===== config.mk =====
export PLATFORM = sky130hd
export DESIGN_NAME = skid_buf
export DESIGN_NICKNAME = d
export VERILOG_FILES = /design/src/rtl/skid_buf.sv
export SDC_FILE = /design/constraint.sdc
export NUM_CORES = 1
export LEC_CHECK = 0
export CORE_ASPECT_RATIO = 1.25
export CORE_UTILIZATION = 40
export DETAILED_ROUTE_END_ITERATION = 10
export MAX_ROUTING_LAYER = met4
export PLACE_DENSITY = 0.65
export SETUP_SLACK_MARGIN = 0.02
export SLEW_MARGIN = 15
export SYNTH_ARGS = -nofsm -noshare
export SYNTH_HDL_FRONTEND = slang
export SYNTH_SLANG_ARGS = --single-unit
export TNS_END_PERCENT = 20

===== constraint.sdc =====
create_clock -name clk -period 2.75 [get_ports clk]
set_input_delay 0.55 -clock clk [delete_from_list [all_inputs] [get_ports clk]]
set_output_delay 0.55 -clock clk [all_outputs]
set_load 0.03 [all_outputs]

===== src/rtl/skid_buf.sv =====
// skid_buf: two-entry skid buffer placed in front of the instruction fifo.
// Registers in_ready so out_ready never reaches it combinationally.
// Optional feature macro: SKID_BUF_FLUSH_EN adds a 'flush' input that
// empties the buffer (state only; data registers keep their contents).
//
// state | meaning
// EMPTY | no entries held; out_valid low
// BUSY  | main holds the presented payload
// FULL  | main presented, skid holds the next payload; in_ready low
module skid_buf #(
  parameter int WIDTH = 32
) (
  input  logic             clk,
  input  logic             rst_aL,
  output logic             in_ready,
  input  logic             in_valid,
  input  logic [WIDTH-1:0] in_data,
  input  logic             out_ready,
  output logic             out_valid,
  output logic [WIDTH-1:0] out_data,
  output logic [1:0]       occupancy
`ifdef SKID_BUF_FLUSH_EN
  ,
  input  logic             flush
`endif
);

  typedef enum logic [1:0] {
    EMPTY = 2'd0,
    BUSY  = 2'd1,
    FULL  = 2'd2
  } state_t;

  state_t           state_q, state_d;
  logic [WIDTH-1:0] main_q, main_d;
  logic [WIDTH-1:0] skid_q, skid_d;
  logic             in_fire;
  logic             out_fire;

  // Handshake outputs come straight from the state flops.
`ifdef SKID_BUF_FLUSH_EN
  assign in_ready  = (state_q != FULL) && !flush;
`else
  assign in_ready  = (state_q != FULL);
`endif
  assign out_valid = (state_q != EMPTY);
  assign out_data  = main_q;
  assign in_fire   = in_valid & in_ready;
  assign out_fire  = out_valid & out_ready;

  // Occupancy decode for debug visibility.
  always_comb begin
    occupancy = 2'd0;
    case (state_q)
      EMPTY:   occupancy = 2'd0;
      BUSY:    occupancy = 2'd1;
      FULL:    occupancy = 2'd2;
      default: occupancy = 2'd0;
    endcase
  end

  // Next-state and data-register update; registers only move on a fire.
  always_comb begin
    state_d = state_q;
    main_d  = main_q;
    skid_d  = skid_q;
    case (state_q)
      EMPTY: begin
        if (in_fire) begin
          state_d = BUSY;
          main_d  = in_data;
        end
      end
      BUSY: begin
        if (in_fire && out_fire) begin
          main_d = in_data;
        end else if (in_fire) begin
          state_d = FULL;
          skid_d  = in_data;
        end else if (out_fire) begin
          state_d = EMPTY;
        end
      end
      FULL: begin
        if (out_fire) begin
          state_d = BUSY;
          main_d  = skid_q;
        end
      end
      default: begin
        state_d = EMPTY;
      end
    endcase
`ifdef SKID_BUF_FLUSH_EN
    // Flush wins over every transition and leaves the payload registers alone.
    if (flush) begin
      state_d = EMPTY;
      main_d  = main_q;
      skid_d  = skid_q;
    end
`endif
  end

  // State and payload registers with asynchronous clear.
  always_ff @(posedge clk or negedge rst_aL) begin
    if (!rst_aL) begin
      state_q <= EMPTY;
      main_q  <= '0;
      skid_q  <= '0;
    end else begin
      state_q <= state_d;
      main_q  <= main_d;
      skid_q  <= skid_d;
    end
  end

endmodule


==> summary.md <==
| Metric | Value |
|---|---|
| Run status | complete, no violations |
| First-pass DRT Iterations | 4 |
| Port bufs | a little over 70 |
| F_max | between 400 and 500 MHz |
| Met1 Wirelength | ~2700 microns |
| R2R cell count | 5 |
| Antenna cells | 0 |
| Power Total | approximately 4.6 mW |
| Wire per inst | approximately 16 microns |
| Crit-path max FO | 9 |
| Worst slack at placement | 0.4827 ns |
| Largest net degree at the start of global routing | 35 |
| Crit start category | flop |
| RSZ-0062 raised after global routing | false |
| Setup crit start | state_q[0] |
| Met2 wire length | about 2800 microns |
| Area leader, netlist | dfrtp_1 |
| Total grt overflow | 0 |
| Largest cells by area after synthesis | dfrtp_1 50%, mux2_4 38%, mux2_2 3.1%, buf_12 1.8%, buf_6 1.4% |
| Die height | a little over 100 microns |
| Synth Warn # | 0 |
| Setup CP Type | flop to primary output |
| Area Overhead vs Synth | 30.30% |
| Count of cell types in the netlist | 18 |
| Placeable Area | a little under 8000 sq um |
| Post-DRT Antenna Nets | 0 |
| Synth cell count leaders | 85 x mux2_4, 66 x dfrtp_1, 9 x mux2_2 |
| WL met3 | about 280 microns |
| RD Place Congestion | between 0.7 and 0.8 |
| Critical Path End | occupancy[1] |
| Layout Nets | ~300 |
| Worst Path Required | about 2.2 ns |
| Number of instances in the placed design | 345 |
| Syn Area/Cell | around 18 sq um |
| Slew HR | between 40% and 50% |
| Worst hold path class | primary input to async pin |
| CTS sink cnt | 66 |
| Slew of the pin with the lowest slew margin | ~0.77 ns |
| Post_cts resized | 0 |
| Residual DRC | 0 |
| Total track usage | 15.29% |
| Post-synth top area share | 49.81% |
| Seq/Total Area, Yosys | between 40% and 50% |
| Clock buffer depth | 2 |
| Crit share post-route | between 80% and 90% |
| Asr flop ratio synth | 100.0% |
| Top-count cell post-synth | mux2_4 |
| Clk slew on worst S/H paths | 0.08 ns |
| Setup TNS | 0 ns |
| Clk_lat worst skew | around 0.34 ns |
| Reg2reg setup slack | 0.77 ns |
| Fin cells | between 300 and 400 |
| WP data arrival | roughly 1.8 ns |
| H-tree depth | 3 |
| Worst Slack Setup Final | roughly 0.45 ns |
| Fin Hold WS | about 0.28 ns |
| Core Util, Final | between 50% and 60% |
| Main synth FF type | dfrtp_1 |
| Number of global-route vias before repair | about 1.9k |
| Die ar. | between 8000 and 9000 sq um |
| CTS Hold Buffers Added | 0 |
| Initial antenna violation count | 0 |
| Cell area after synthesis | between 3000 and 4000 sq um |
| Chip width | ~83 microns |
| Final Max Tran Viols | 0 |
| Starting Density | a little over two fifths |
| DR top layer | met4 |
| Clk_skew | roughly 0.0085 ns |
| Final Hold Vio Count | 0 |
| Seq cells post-synth | between 60 and 70 |
| RR Startpoint | state_q[0] |
| Cell Pwr Density | around 1100 nW/um^2 |
| Clk root buf | clkbuf_8 |
| TritonCTS clock tree | yes |
| Count of final setup violators | 0 |
| First-pass GRT wire length | just under 10000 microns |
| Max-cap viol count | 0 |
| Drt first-iter violations | 65 |
| Setup Fix Bufs, Post-CTS | 0 |
| CTS Buf Count | 9 |
| Leakage | a little under 2 nW |
| Hpwl dp | around 3700 microns |
| Vias | 1750 |
| Total Wirelength | slightly below 6000 microns |
| Number of flops mapped to enable cells by yosys | 0 |
| Row count | 36 |
| Reg-to-Reg End | out_data[2] |
| Layout cell share with drive strength beyond 1 | 46.24% |
| Crit end category | primary output |
| Io pins | 72 |
| Finished Cell Area | 4320 sq um |
| Peak supply drop | about 0.00059 V |
| Post-Synthesis Cells | 184 |
| DR vias/cell | 4.848 |
| Placement Cell Area | ~4100 sq um |
| Synth Net Count | between 200 and 250 |
| Post-layout minimum cycle time | about 2.3 ns |
-- flip-flops by register name, summed over array words and instances (netlist names) --
signal    cells
out_data     32
state_q       2
skid_q       32
-- worst min path at each step --
stage	endpoint	slack (ns)	start	cells after the start
after detailed placement	out_data[12]	0.48	out_data[12]	1
after CTS	skid_q[11]	0.29	rst_aL	1
after global routing	skid_q[11]	0.33	rst_aL	1
final	skid_q[11]	0.28	rst_aL	1
after global placement	out_data[12]	0.47	out_data[12]	1
after floorplan	out_data[0]	0.25	rst_aL	0
-- kinds of logic after synthesis --
group                     synth area share (%)
buffers and inverters                    4.792
DFF                                      49.81
muxes                                    42.23
AOI/OAI and AO/OA                        1.208
and+or+nand+nor                          1.698
xor gates and xnor gates                0.2642
-- worst max-delay path, stage by stage (launching register included) --
cell	delay, ns
dfrtp_1	0.41
nand2b_4	0.19
inv_6	0.13
clkdlybuf4s50_1	0.68
-- layout by cell type, fill, tap and decap left out --
cell type         n
and3b_2           1
buf_12            4
buf_2             1
buf_4             1
bufinv_16         3
clkbuf_8          9
clkdlybuf4s50_1  70
clkinv_2          2
clkinv_4          2
dfrtp_1          66
inv_6             1
mux2_1            2
mux2_2            9
mux2_4           85
nand2_1           1
nand2b_1          1
nand2b_4          1
nor2b_2           2
o21ai_0           1
o21bai_1          1
o2bb2ai_4         1
or2_2             1
xnor2_1           1
-- layout make-up --
cell class	instances	area [sq um]
Fill cell	672	3607
Sequential cell	66	1652
Multi-Input combinational cell	107	1506
Timing Repair Buffer	76	793.3
Clock buffer	9	123.9
Tap cell	95	118.9
Clock inverter	7	117.6
Inverter	1	8.758
-- routing by layer --
metal | track usage, % | vias up
met5 | - | -
met4 | 6.538 | 0
met3 | 4.223 | 9
met2 | 23.42 | 50
met1 | 19.00 | 889
li1 | - | 802
-- where the power goes --
part / leakage [nW] / switching [mW] / internal [mW]
sequential: 0.778 / 0.256 / 1.41
clock: 0.123 / 0.389 / 0.602
combinational: 1.02 / 0.793 / 1.11
Power figures use the tool's default switching activity.
